**src/rtl/rs_issue_scheduler.sv**
```systemverilog
// Issue/completion scheduler: RS1 -> ALU F0/F1, RS2 -> MDU F3, fixed-latency timing, CDB arbitration.
// Optional SCHED_PERF_CNT_EN adds saturating stall / CDB-conflict counters.

module rs_fu_unit #(
   parameter int LAT   = 3,
   parameter int IDX_W = 2
) (
   input  logic             clk,
   input  logic             rst_n,
   input  logic             issue,
   input  logic [IDX_W-1:0] issue_idx,
   input  logic             grant,
   output logic             idle,
   output logic             done,
   output logic             start,
   output logic [IDX_W-1:0] idx
);
   localparam int CNT_W = (LAT > 1) ? $clog2(LAT) : 1;

   typedef enum logic [1:0] {S_IDLE, S_EXEC, S_DONE} state_t;
   state_t           state;
   logic [CNT_W-1:0] cnt;

   assign idle = (state == S_IDLE);
   assign done = (state == S_DONE);

   // cnt loads LAT-1 with the start pulse, so DONE lands exactly LAT cycles after it
   always_ff @(posedge clk or negedge rst_n) begin
      if (!rst_n) begin
         state <= S_IDLE;
         cnt   <= '0;
         start <= 1'b0;
         idx   <= '0;
      end else begin
         start <= 1'b0;
         case (state)
            S_IDLE: if (issue) begin
               state <= S_EXEC;
               cnt   <= CNT_W'(LAT - 1);
               start <= 1'b1;
               idx   <= issue_idx;
            end
            S_EXEC: if (cnt == '0) state <= S_DONE;
                    else           cnt   <= cnt - 1'b1;
            S_DONE: if (grant) state <= S_IDLE;
            default: state <= S_IDLE;
         endcase
      end
   end
endmodule

module rs_issue_scheduler #(
   parameter int NUM_ENTRIES = 4,
   parameter int IDX_W       = $clog2(NUM_ENTRIES),
   parameter int ALU_LAT     = 3,
   parameter int MUL_LAT     = 7
) (
   input  logic                   clk,
   input  logic                   rst_n,
   input  logic [NUM_ENTRIES-1:0] rs1_ready,
   input  logic [NUM_ENTRIES-1:0] rs1_alloc,
   input  logic [NUM_ENTRIES-1:0] rs2_ready,
   input  logic [NUM_ENTRIES-1:0] rs2_alloc,
   input  logic                   cdb_ready,
   output logic                   alu0_start,
   output logic [IDX_W-1:0]       alu0_idx,
   output logic                   alu1_start,
   output logic [IDX_W-1:0]       alu1_idx,
   output logic                   mdu_start,
   output logic [IDX_W-1:0]       mdu_idx,
   output logic [2:0]             unit_busy,
   output logic                   cdb_valid,
   output logic [1:0]             cdb_src,
   output logic [IDX_W-1:0]       cdb_idx
`ifdef SCHED_PERF_CNT_EN
  ,output logic [15:0]            stall_cnt,
   output logic [15:0]            cdb_conflict_cnt
`endif
);
   // unit order in all 3-bit vectors: [0]=F0, [1]=F1, [2]=F3
   logic [NUM_ENTRIES-1:0]  rs1_issued, rs2_issued;
   logic [NUM_ENTRIES-1:0]  rs1_cand, rs2_cand, rs1_set, rs2_set;
   logic [IDX_W:0]          rs1_p0, rs1_p1, rs2_p0;
   logic [2:0]              fu_idle, fu_done, fu_start, fu_issue, fu_grant;
   logic [2:0][IDX_W-1:0]   fu_idx, fu_issue_idx;

   // {valid, index} of the lowest set bit
   function automatic logic [IDX_W:0] pick_low(input logic [NUM_ENTRIES-1:0] v);
      logic [IDX_W:0] r;
      r = '0;
      for (int i = NUM_ENTRIES - 1; i >= 0; i--)
         if (v[i]) r = {1'b1, IDX_W'(i)};
      return r;
   endfunction

   function automatic logic [NUM_ENTRIES-1:0] onehot(input logic [IDX_W-1:0] i);
      logic [NUM_ENTRIES-1:0] r;
      r    = '0;
      r[i] = 1'b1;
      return r;
   endfunction

   always_comb begin
      rs1_cand = rs1_ready & ~rs1_issued & ~rs1_alloc;
      rs2_cand = rs2_ready & ~rs2_issued & ~rs2_alloc;
      rs1_p0   = pick_low(rs1_cand);
      rs1_p1   = pick_low(rs1_cand & ~onehot(rs1_p0[IDX_W-1:0]));
      rs2_p0   = pick_low(rs2_cand);

      // F1 takes the second-lowest only when F0 is also taking one this cycle
      fu_issue[0]     = fu_idle[0] & rs1_p0[IDX_W];
      fu_issue_idx[0] = rs1_p0[IDX_W-1:0];
      fu_issue[1]     = fu_idle[1] & (fu_idle[0] ? rs1_p1[IDX_W] : rs1_p0[IDX_W]);
      fu_issue_idx[1] = fu_idle[0] ? rs1_p1[IDX_W-1:0] : rs1_p0[IDX_W-1:0];
      fu_issue[2]     = fu_idle[2] & rs2_p0[IDX_W];
      fu_issue_idx[2] = rs2_p0[IDX_W-1:0];

      rs1_set = (fu_issue[0] ? onehot(fu_issue_idx[0]) : '0)
              | (fu_issue[1] ? onehot(fu_issue_idx[1]) : '0);
      rs2_set = fu_issue[2] ? onehot(fu_issue_idx[2]) : '0;

      fu_grant[2] = cdb_ready & fu_done[2];
      fu_grant[0] = cdb_ready & fu_done[0] & ~fu_done[2];
      fu_grant[1] = cdb_ready & fu_done[1] & ~fu_done[2] & ~fu_done[0];
   end

   // candidates already exclude allocated entries, so alloc always wins over a set
   always_ff @(posedge clk or negedge rst_n) begin
      if (!rst_n) begin
         rs1_issued <= '0;
         rs2_issued <= '0;
      end else begin
         rs1_issued <= (rs1_issued | rs1_set) & ~rs1_alloc;
         rs2_issued <= (rs2_issued | rs2_set) & ~rs2_alloc;
      end
   end

   for (genvar g = 0; g < 3; g++) begin : g_fu
      rs_fu_unit #(
         .LAT   ((g == 2) ? MUL_LAT : ALU_LAT),
         .IDX_W (IDX_W)
      ) u_fu (
         .clk       (clk),
         .rst_n     (rst_n),
         .issue     (fu_issue[g]),
         .issue_idx (fu_issue_idx[g]),
         .grant     (fu_grant[g]),
         .idle      (fu_idle[g]),
         .done      (fu_done[g]),
         .start     (fu_start[g]),
         .idx       (fu_idx[g])
      );
   end

   assign alu0_start = fu_start[0];
   assign alu0_idx   = fu_idx[0];
   assign alu1_start = fu_start[1];
   assign alu1_idx   = fu_idx[1];
   assign mdu_start  = fu_start[2];
   assign mdu_idx    = fu_idx[2];
   assign unit_busy  = ~fu_idle;

   assign cdb_valid = |fu_grant;
   assign cdb_src   = fu_grant[2] ? 2'd2 : (fu_grant[1] ? 2'd1 : 2'd0);
   assign cdb_idx   = fu_grant[2] ? fu_idx[2] :
                      fu_grant[1] ? fu_idx[1] :
                      fu_grant[0] ? fu_idx[0] : '0;

`ifdef SCHED_PERF_CNT_EN
   logic stall_now, conflict_now;
   assign stall_now    = (|rs1_cand & ~fu_idle[0] & ~fu_idle[1]) | (|rs2_cand & ~fu_idle[2]);
   assign conflict_now = (fu_done[0] & fu_done[1]) | (fu_done[0] & fu_done[2])
                       | (fu_done[1] & fu_done[2]);

   always_ff @(posedge clk or negedge rst_n) begin
      if (!rst_n) begin
         stall_cnt        <= '0;
         cdb_conflict_cnt <= '0;
      end else begin
         if (stall_now && stall_cnt != 16'hFFFF)
            stall_cnt <= stall_cnt + 16'd1;
         if (conflict_now && cdb_conflict_cnt != 16'hFFFF)
            cdb_conflict_cnt <= cdb_conflict_cnt + 16'd1;
      end
   end
`else
   // counters compiled out; scheduling behaviour is unchanged
`endif

endmodule
```
**config.mk**
```make
export PLATFORM = sky130hd
export DESIGN_NAME = rs_issue_scheduler
export DESIGN_NICKNAME = d
export VERILOG_FILES = /design/src/rtl/rs_issue_scheduler.sv
export SDC_FILE = /design/constraint.sdc
export NUM_CORES = 1
export LEC_CHECK = 0
export ABC_AREA = 1
export BUFFER_PORTS_ARGS = -buffer_cell sky130_fd_sc_hd__buf_2
export CAP_MARGIN = 20
export CORE_MARGIN = 1.5
export CORE_UTILIZATION = 57
export DETAILED_ROUTE_END_ITERATION = 6
export PLACE_DENSITY = 0.87
export SYNTH_ARGS = -nofsm -noshare
export SYNTH_HDL_FRONTEND = slang
export SYNTH_SLANG_ARGS = --single-unit
```
**constraint.sdc**
```tcl
create_clock -name clk -period 3.7 [get_ports clk]
set_input_delay 0.37 -clock clk [delete_from_list [all_inputs] [get_ports clk]]
set_output_delay 0.37 -clock clk [all_outputs]
set_load 0.05 [all_outputs]
```
Word level (Yosys, flattened, before mapping)
Index checks and enable logic that the tools add are counted.
{ "op_classes": {"addsub": 3, "n_lt_le_gt_ge": 6, "eq_ne": 18, "muxes": 55, "n_bitwise": 27, "n_reduce_logical": 22} }
{ "ops": {"columns": ["operator", "count"], "rows": [
  ["3-bit 2-to-1 mux", 14],
  ["2-bit 2-to-1 mux", 18],
  ["4-bit bitwise AND", 7],
  ["4-bit inverter", 5],
  ["2-bit by 1-bit != test with 1-bit output, second input constant", 9],
  ["2-bit case mux with 3 select lines", 3],
  ["3-bit AND reduction", 6],
  ["4-bit 2-to-1 mux", 3],
  ["4-bit OR", 3],
  ["1-bit 2-to-1 mux", 11],
  ["2-bit logical NOT", 5],
  ["1-bit bitwise AND", 9],
  ["2-bit by 3-bit less-than comparator with 1-bit output, second input constant", 3],
  ["2-bit case mux with 2 select lines", 2],
  ["1-bit demux with 2-bit select", 3],
  ["2-bit by 1-bit == test with 1-bit output, second input constant", 3],
  ["2-bit == test, second input constant", 3],
  ["2-bit by 1-bit greater-or-equal comparator with 1-bit output, second input constant", 3],
  ["2-bit != test, second input constant", 3],
  ["3-bit case mux with 2 select lines", 1],
  ["2-bit AND reduction", 3],
  ["2-bit nonzero test", 3],
  ["2-bit by 1-bit subtractor with 2-bit output, second input constant", 2],
  ["1-bit logical AND", 3],
  ["5 further kinds", 6]
]} }
{ "word_totals": {"reg_bits": 30, "inputBits": 19, "out_inout_bits": 17, "wordCells": 145} }

Logic depth before layout (Yosys ltp)
Gate-level depths: netlist of the first run.
{ "logic_depth": {"depth_word": 26, "ltp_mapped": 12, "mapped_depth_nobuf": 12} }

Cells and area by module
Synthesis of the first run repeated with hierarchy kept, for this count alone.
{ "unflattened": {"cells_unflattened": 236, "hier_area_um2": 1786.7} }
{ "by_module_without_submodules": {"columns": ["mod", "instances", "cells_per_inst", "area_per_inst_um2", "seq_area_each_um2"], "rows": [
  ["rs_issue_scheduler", 1, 116, 729.4, 200.2],
  ["rs_fu_unit at g_fu[0].u_fu ...", 2, 38, 326.6, 175.2],
  ["rs_fu_unit at g_fu[2].u_fu", 1, 44, 404.1, 200.2]
]} }

Worst setup path before layout of the first run
OpenSTA, ideal clock, no wires.
{ "synth_path": {"path_type": "register to output", "startpoint": "reg g_fu[2].u_fu.state[1]", "endpoint": "out cdb_idx[0]", "t_arrival_ps": 2358, "t_required_ps": 3330, "setup_slack_ps": 972, "path_stages_with_launch": 8, "n_path_buf": 0, "cell_sequence": "dfrtp_1 > inv_1 > nor2_1 > nor2_1 > inv_1 > nor3_1 > nand2_1 > nand3_1"} }
{ "synth_via": {"elab_chain_cells": 6, "elab_cells_between_ends": 9, "classes_between": "1 x eq/ne; 3 x mux; 5 x bitwise"} }
{ "synth_rtl": {"columns": ["item", "line", "source"], "rows": [
  ["start: declaration", "21", "state_t state;"],
  ["start signal: assignment", "30", "state <= S_IDLE;"],
  ["start signal: assignment", "38", "state <= S_EXEC;"],
  ["start signal: assignment", "43", "S_EXEC: if (cnt == '0) state <= S_DONE;"],
  ["2-bit == test (*)", "25", "assign done = (state == S_DONE);"],
  ["1-bit inverter", "123, 124", null],
  ["1-bit bitwise AND, on equally long branches", "123, 124", null],
  ["2-bit 2-to-1 mux / 1-bit bitwise AND (equally long branches)", "167, 124", null],
  ["2-bit 2-to-1 mux", "166", "fu_grant[1] ? fu_idx[1] :"],
  ["2-bit 2-to-1 mux (*)", "165", "assign cdb_idx = fu_grant[2] ? fu_idx[2] :"],
  ["end: declaration", "74", "output logic [IDX_W-1:0] cdb_idx"]
]} }
Mark *: on every way between the ends. The rest lies on a longest branch, timed or not.

Worst setup path after layout of the first run
Same ends and word-level chain as after synthesis.

==> results of run 1 <==
worst paths after layout:
path / startpoint / to / slack, ns / depth (start not counted)
setup / recovery: g_fu[2].u_fu.state[1] / cdb_idx[0] / 1.55 / 8
min in group clk: rs1_alloc[0] / rs1_issued[0] / 0.19 / 2
max in group asynchronous: rst_n / g_fu[0].u_fu.start / 3.22 / 1
hold reg to reg: g_fu[1].u_fu.cnt[1] / g_fu[1].u_fu.cnt[1] / 0.49 / 2
hold / removal: rst_n / rs1_issued[3] / 0.06 / 1
setup reg to reg: rs1_issued[3] / rs1_issued[1] / 2.15 / 9
critical path, stage by stage (launching register included):
cell and delay, ns:
dfrtp_1 0.38, inv_1 0.09, nor2_1 0.06, nor2_1 0.11
inv_1 0.06, nor3_1 0.31, nand2_1 0.11, nand3_1 0.08
buf_2 0.25
final cells by class:
cell class	instances	share of cell area, %
repair buffers	35	9.27
clock buffers	6	2.71
well taps	31	2.05
flip-flops and latches	30	39.7
multi-input cells	138	38.3
inverters	40	7.94
power by group:
group	switching (mW)	total, mW	internal, mW	leakage [nW]
sequential	0.0751	0.532	0.457	0.378
combinational	0.704	0.965	0.261	0.652
clock	0.104	0.189	0.0854	0.0302
kinds of logic (layout without fill, tap and decap cells):
group / count (synthesis) / after routing / synth area share (%)
simple gates: 98 / 98 / 28.6
buf+inv: 41 / 81 / 9.66
fa+ha+maj: 4 / 4 / 3.07
compound gates: 36 / 36 / 12.7
flops: 30 / 30 / 46.0
synth_stat cells:
| library cell | instances |
|---|---|
| a21oi_1 | 10 |
| a21oi_2 | 1 |
| a31oi_1 | 3 |
| a41oi_1 | 2 |
| buf_4 | 1 |
| dfrtp_1 | 30 |
| ha_1 | 4 |
| inv_1 | 35 |
| inv_2 | 5 |
| nand2_1 | 40 |
| nand2_2 | 6 |
| nand2_4 | 2 |
| nand3_1 | 16 |
| nand3_2 | 1 |
| nand4_1 | 1 |
| nor2_1 | 27 |
| nor2_4 | 3 |
| nor2_8 | 1 |
| nor3_1 | 1 |
| o21ai_0 | 10 |
| o21ai_1 | 5 |
| o21ai_2 | 2 |
| o21bai_1 | 1 |
| o22ai_1 | 2 |
metrics by stage:
step,cell area [um2],total power [mW],hold slack (ns)
after global placement,1840,1.49,0.433
after detailed placement,1840,1.51,0.436
final,1890,1.69,0.0557
after floorplan,1630,1.30,0.0744
after global routing,1890,1.83,0.103
after CTS,1890,1.70,0.0782
state kept, by name, indices dropped and copies added, names as in the netlist:
signal / cells
rs1_issued: 4
g_fu.u_fu.start: 3
g_fu.u_fu.idx: 6
rs2_issued: 4
g_fu.u_fu.state: 6
g_fu.u_fu.cnt: 7
per-layer routing:
metal	share of wire [%]	vias up	GRT usage, %
met5	0	-	0
met4	1.5	0	7.14
met3	3.8	5	6.91
met2	48	21	36.0
met1	46	635	27.2
li1	-	751	-
==> impl_metrics.ini, run 1 <==
[status]
status = complete, no violations

[logic_synthesis]
ys_ff_latch = 30
synth_area_per_cell_um2 = 7.81
synth_top_cell_area_share_pct = 46.0
synth_seq_area_share_pct = 46.0
syn_nets = 232
yosysUniqueCellTypes = 24
yosysWarningCount = 0
netlist_area_mm2 = 0.00163
syn_inst = 209
synth.area.top_cells = dfrtp_1, nand2_1, inv_1
yosysTopAreaCell = dfrtp_1

[global_route]
grt_antenna_before_repair = 0
grt_start_max_net_pins = 31
grt_pass1_vias = 1277
grt_pass1_wl_mm = 5.32
grt_overflow_total = 0
grt_use_total_pct = 21.9

[floorplan]
start_util_pct = 59.7
rows = 19
io-pin-count = 36
fp.dieW_um = 56.5
core-area_mm2 = 0.00273
die_h_um = 56.5
fp.dieArea_mm2 = 0.00319

[timing]
fin_skew_ns = 0.0122
slew_headroom_pct = 57.4
finalHoldViolCount = 0
finalCritPeriodShare_pct = 58.0
setup_viol = 0
worstMarginPinSlew_ns = 0.639
period_needed_ns = 2.15
setup_ws_ns = 1.55
rsz0062_at_grt = false
setup-tns-final_ns = 0
drv_slew = 0
max_freq_mhz = 466

[min_path]
hold_path.class = in2async

[pwr]
p_leak_nw = 1.06
power_density_mw_per_mm2 = 892
peakVddDrop_v = 0.000703

[drt]
wirelength_mm = 3.05
num_vias = 1412
wl_per_cell_um = 10.9
first_pass_iters = 4
ant_nets = 0
drt_first_iter_violations = 50
drc = 0
viasPerCell = 5.04

[clocking]
h-tree-depth = 2
cts_hold_buf = 0
postCtsResizedCells = 0
cts_setup_buffers = 0
cts_sinks = 30
clk_pin_slew_ns = 0.09
clock_latency_ns = 0.33
clockBufferDepth = 2
tritoncts = done
cts_root_buffer = clkbuf_4
numCtsBuffers = 5

[finish]
fill_cells = 244
stdcell_count = 280
layout_commonest_cell = nand2_1
multiInputGateArea_um2 = 724
register_area_um2 = 751
post-route-util_pct = 69.2
drive_gt1_share_pct = 24.9
areaGrowthSynthToFinish_pct = 15.8
diodes = 0
layout_common_cells = nand2_1, inv_1, buf_2, dfrtp_1, nor2_1
nNetsFinal = 273

[worst_setup_path]
startpoint_type = flop
arrival_ns = 1.78
critPathKind = reg2out
endpoint_kind = primary output
critPathRequiredTime_ns = 3.33
cp_max_fo = 4

[flow_run]
maxCapViolCount = 0

[placement]
placedCellCount = 274
port_buffers = 35
dp_hpwl_mm = 2.47
place.gp.congestion = 0.842
dpl_worst_slack_ns = 1.90
No activity file was read; power rests on OpenSTA's default activity.
==> run 2: changes to the inputs <==
Settings changed: ABC_AREA 1 to 0, CORE_UTILIZATION 57 to 53, PLACE_DENSITY 0.87 to 0.82.
Clock period 3.7 ns to 2 ns, I/O delays scaled along.
==> impl_metrics.ini, run 2 <==
[logic_synthesis]
ys_ff_latch = 30
synth_top_cell_area_share_pct = 46.7
yosysWarningCount = 0
synthFlopType = dfrtp_1
yosysTopAreaCell = dfrtp_1
synth.area.top_cells = dfrtp_1, o21ai_0, a21oi_1
ys_async_sr_fraction_pct = 100
synth_most_common_cell = dfrtp_1
synthTopCellsByCount = dfrtp_1, nor2_1, nand2_1, o21ai_0
syn_inst = 167
syn_nets = 190
synth_area_per_cell_um2 = 9.62
synth_edf_count = 0
netlist_area_mm2 = 0.00161
yosysUniqueCellTypes = 42
synth_seq_area_share_pct = 46.7

[worst_setup_path]
critPathMaxStageDelay_ns = 0.42
critPathKind = reg2out
endpoint_kind = primary output
arrival_ns = 1.69
cp_slowest_cell = dfrtp_1
startpoint_type = flop
critPathRequiredTime_ns = 1.80
critPathTopFamily = simple AND/OR/NAND/NOR gates
cp_cell_sequence = nand2b_1 -> nand2_1 -> nor3b_4 -> a22oi_1 -> nand2_1 -> clkbuf_4
path_common_cell = nand2_1
cp_max_fo = 4
worstReg2RegStart = rs1_issued[1]
path_buf_inv = 1
setup.worst_path.start = g_fu[2].u_fu.state[1]

[drt]
wl_per_cell_um = 14.2
drc = 0
wirelength_mm = 3.46
viasPerCell = 5.79
num_vias = 1407
first_pass_iters = 6
drt_first_iter_violations = 69
ant_nets = 0

[global_route]
grt_pass1_wl_mm = 5.95
grt_overflow_total = 0
grt_use_total_pct = 23.8
grt_antenna_before_repair = 0
grt_start_max_net_pins = 31
grt_pass1_vias = 1397

[finish]
areaGrowthSynthToFinish_pct = 19.3
top_regs = g_fu.u_fu.cnt x7, g_fu.u_fu.idx x6, g_fu.u_fu.state x6
multiInputGateArea_um2 = 802
fill_cells = 224
final_cell_area_mm2 = 0.00192
layout_commonest_cell = buf_2
largest-register = g_fu.u_fu.cnt
register_area_um2 = 751
largest_reg_flops = 7
drive_gt1_share_pct = 28.8
nNetsFinal = 235
layout_common_cells = buf_2, dfrtp_1, nor2_1, o21ai_0, nand2_1
post-route-util_pct = 68.3
diodes = 0

[floorplan]
fp.dieArea_mm2 = 0.00337
rows = 19
core-area_mm2 = 0.00281
fp.dieW_um = 58.1
start_util_pct = 57.3
die_h_um = 58.1
io-pin-count = 36

[timing]
setup-tns-final_ns = 0
worstMarginPinSlew_ns = 0.666
setup_viol = 0
rsz0062_at_grt = false
period_needed_ns = 1.89
drv_slew = 0
finalCritPeriodShare_pct = 94.3
slew_headroom_pct = 55.6
finalHoldViolCount = 0
max_freq_mhz = 530
fin_skew_ns = 0.00708

[clocking]
cts_root_buffer = clkbuf_4
numCtsBuffers = 5
clock_latency_ns = 0.33
clk_pin_slew_ns = 0.09
h-tree-depth = 2
clockBufferDepth = 2
cts_sinks = 30
tritoncts = done

[placement]
port_buffers = 35
place.gp.congestion = 0.998
dp_hpwl_mm = 2.61
placed_cell_area_mm2 = 0.00184

[flow_run]
maxCapViolCount = 0

[status]
status = complete, no violations

[pwr]
totalPowerFinal_mw = 3.07
peakVddDrop_v = 0.000904
p_leak_nw = 0.930
power_density_mw_per_mm2 = 1600

[min_path]
hold_start = rs2_alloc[3]
hold_path.class = in2reg
## run 2: cell count changes after synthesis, moves of 7 or more
| cell | before | now |
|---|---|---|
| nor2_1 | 27 | 18 |
| nand2_1 | 40 | 16 |
| nand3_1 | 16 | 1 |
| nand2b_1 | 0 | 7 |
| nor3b_1 | 0 | 7 |
| inv_1 | 35 | 14 |
## run 2: final timing paths
kind / to / cells after the start / slack, ns
max in group asynchronous: g_fu[2].u_fu.idx[0] / 2 / 1.13
min in group asynchronous: g_fu[0].u_fu.start / 2 / 0.44
setup reg to reg: g_fu[1].u_fu.idx[1] / 5 / 0.16
setup / recovery: cdb_idx[0] / 6 / 0.11
hold / removal: rs2_issued[3] / 2 / 0.03
hold reg to reg: g_fu[2].u_fu.cnt[0] / 1 / 0.50
## run 2: stage by stage
step,hold slack [ns],setup WS [ns],cells
after CTS,0.0148,0.0134,242
after global placement,0.265,0.264,234
after detailed placement,0.274,0.142,234
final,0.0297,0.113,243
after global routing,0.0179,0.0188,243
after floorplan,-0.0956,0.0755,167
## run 2: cell families after synthesis
| kind of cell | count (synthesis) | share of synthesized area (%) |
|---|---|---|
| simple gates | 65 | 23.6 |
| compound gates | 46 | 18.3 |
| flops | 30 | 46.7 |
| buf+inv | 17 | 4.75 |
| fa+ha+maj | 6 | 4.36 |
| mux | 3 | 2.26 |
## run 2: repair_timing
item,CTS,global route
setup buffers,0,1
endpoints found under the hold margin,30,0
hold buffers,1,0
resized for setup,0,4
setup endpoints to repair,0,4
## run 2: power breakdown
group          switching (mW)  leakage (nW)  internal (mW)  total, mW
combinational            1.16         0.529          0.556       1.71
clock                   0.197        0.0254          0.132      0.329
sequential              0.169         0.375          0.856       1.02
total                    1.52         0.930           1.54       3.07
## run 2: per-layer routing
layer / routed length [um] / global-route usage, % / vias up
met1: 1390 / 25.3 / 673
met2: 1790 / 43.0 / 51
met4: 50 / 9.97 / 0
li1: - / - / 677
met3: 231 / 7.59 / 6
met5: 0 / 0 / -
## run 2: cell type report
cell class / count / area share (%)
Inverter: 14 / 2.74
Tap cell: 31 / 2.02
Sequential cell: 30 / 39.2
Clock buffer: 7 / 2.35
Multi-Input combinational cell: 120 / 41.8
Timing Repair Buffer: 41 / 11.9
==> run 3: changes to the inputs <==
--- a/config.mk
+++ b/config.mk
@@ -10,3 +10,2 @@
 export CAP_MARGIN = 20
-export CORE_MARGIN = 1.5
 export CORE_UTILIZATION = 53
==> constraint.sdc (replaced) <==
create_clock -name clk -period 2 [get_ports clk]
set_input_delay 0.4 -clock clk [delete_from_list [all_inputs] [get_ports clk]]
set_output_delay 0.4 -clock clk [all_outputs]
set_load 0.05 [all_outputs]
==> impl_metrics.ini, run 3 (synthesis gave the netlist of run 2 again) <==
[floorplan]
rows = 19
fp.dieW_um = 57.1
start_util_pct = 57.3
die_h_um = 57.1
core-area_mm2 = 0.00281
fp.dieArea_mm2 = 0.00326
io-pin-count = 36

[timing]
period_needed_ns = 1.93
finalHoldViolCount = 0
hold_slack_ns = 0.0877
worstMarginPinSlew_ns = 0.637
rsz0062_at_grt = true
max_freq_mhz = 517
setup-tns-final_ns = 0
finalCritPeriodShare_pct = 96.7
setup_viol = 0
drv_slew = 0
fin_skew_ns = 0.0104
slew_headroom_pct = 57.5

[clocking]
clk_pin_slew_ns = 0.09
clockBufferDepth = 2
cts_root_buffer = clkbuf_4
clock_latency_ns = 0.32
cts_sinks = 30
tritoncts = done
numCtsBuffers = 5
h-tree-depth = 2

[status]
status = finished with violations
violations = DRC

[global_route]
grt_pass1_vias = 1358
grt_overflow_total = 0
grt_start_max_net_pins = 31
grt_use_total_pct = 23.2
grt_antenna_before_repair = 0
grt_pass1_wl_mm = 5.69

[worst_setup_path]
r2r-end = g_fu[1].u_fu.idx[1]
worstSetupEndpoint = cdb_idx[1]
ff2ff_setup_slack_ns = 0.13
worstReg2RegStart = rs1_issued[0]
setup.worst_path.start = g_fu[2].u_fu.state[1]
cp_cell_sequence = nand2b_4 -> nand2_4 -> nor3b_4 -> a22oi_2 -> nand2_2 -> buf_8
critPathTopFamily = simple AND/OR/NAND/NOR gates
critPathKind = reg2out
path_depth = 6
cp_max_fo = 4
endpoint_kind = primary output
reg2regPathDepth = 5
startpoint_type = flop
cp_slowest_cell = dfrtp_1
critPathMaxStageDelay_ns = 0.43
arrival_ns = 1.53
critPathRequiredTime_ns = 1.60
path_buf_inv = 1

[drt]
wirelength_mm = 3.35
drc = 8
first_pass_iters = 6
drt_first_iter_violations = 83
wl_per_cell_um = 13.6
ant_nets = 0
num_vias = 1380
viasPerCell = 5.61

[finish]
layout_commonest_cell = buf_2
largest_reg_flops = 7
top_regs = g_fu.u_fu.cnt x7, g_fu.u_fu.idx x6, g_fu.u_fu.state x6
nNetsFinal = 237
diodes = 0
areaGrowthSynthToFinish_pct = 24.0
layout_common_cells = buf_2, dfrtp_1, nor2_1, o21ai_0
drive_gt1_share_pct = 33.5
largest-register = g_fu.u_fu.cnt

[pwr]
power_density_mw_per_mm2 = 1590
peakVddDrop_v = 0.000933
p_leak_nw = 0.968

[flow_run]
maxCapViolCount = 0

[placement]
dp_hpwl_mm = 2.59
place.gp.congestion = 0.836
port_buffers = 35

[min_path]
hold_path.class = in2async
-- run 3: cell types whose count changed in the layout (fill, tap and decap cells not counted), sizes merged --
cell and change:
clkbuf -2, dlygate4sd3 -1, clkinv +1, buf +5
-- run 3: how the worst min path moves through the flow --
stage                     start             endpoint  slack [ns]  cells after the start
final                     rst_n   g_fu[0].u_fu.start        0.09                      1
after global routing      rst_n   g_fu[2].u_fu.start        0.13                      1
after CTS                 rst_n   g_fu[0].u_fu.start        0.10                      1
after detailed placement  rst_n        rs2_issued[1]        0.46                      1
after global placement    rst_n        rs2_issued[1]        0.46                      1
after floorplan           rst_n  g_fu[0].u_fu.cnt[0]        0.10                      0
-- run 3: worst register-to-register path, delay by kind of cell, from the launching register on --
kind / cells / cell delay (ns)
and+or+nand+nor: 1 / 0.44
DFF: 1 / 0.40
AOI/OAI and AO/OA: 2 / 0.33
muxes: 1 / 0.31
adders and majority gates: 1 / 0.27
-- run 3: stage by stage --
stage	cell area [um2]	instances	total power, mW	worst slack (ns)	utilization (%)
2_1_floorplan	1620	167	2.29	0.00503	-
6_report	1990	246	3.17	0.0668	71.0
4_1_cts	1940	246	3.11	-0.0239	69.3
5_1_grt	1990	246	3.40	-0.0198	71.0
3_3_place_gp	1870	237	2.65	0.135	66.5
3_5_place_dp	1870	237	2.73	0.0203	66.5
-- run 3: where the power goes --
group | internal [mW] | leakage [nW] | total (mW) | switching [mW]
Clock | 0.170 | 0.0353 | 0.369 | 0.198
Combinational | 0.604 | 0.557 | 1.75 | 1.15
Sequential | 0.855 | 0.375 | 1.04 | 0.188
Total | 1.63 | 0.968 | 3.17 | 1.54
-- run 3: routing by layer --
metal	global-route usage [%]	wire length [um]
met1	26.0	1360
met5	0	0
met3	6.80	174
met4	10.1	53
met2	40.8	1760
-- run 3: final cells by class --
cell class              count  area (um2)
multi-input cells         120         836
clock buffers               7        55.1
clock inverters             1        5.00
well taps                  31        38.8
inverters                  14        52.6
fillers                   218         813
flip-flops and latches     30         751
repair buffers             43         254
-- run 3: what timing repair did --
| action | 4_1_cts | 5_1_grt |
|---|---|---|
| resized for setup | 4 | 10 |
| hold buffers | 0 | 0 |
| endpoints found under the hold margin | 0 | 0 |
| pin swaps | 1 | 4 |
| buffers inserted | 1 | 0 |
| endpoints found under the setup margin | 2 | 3 |
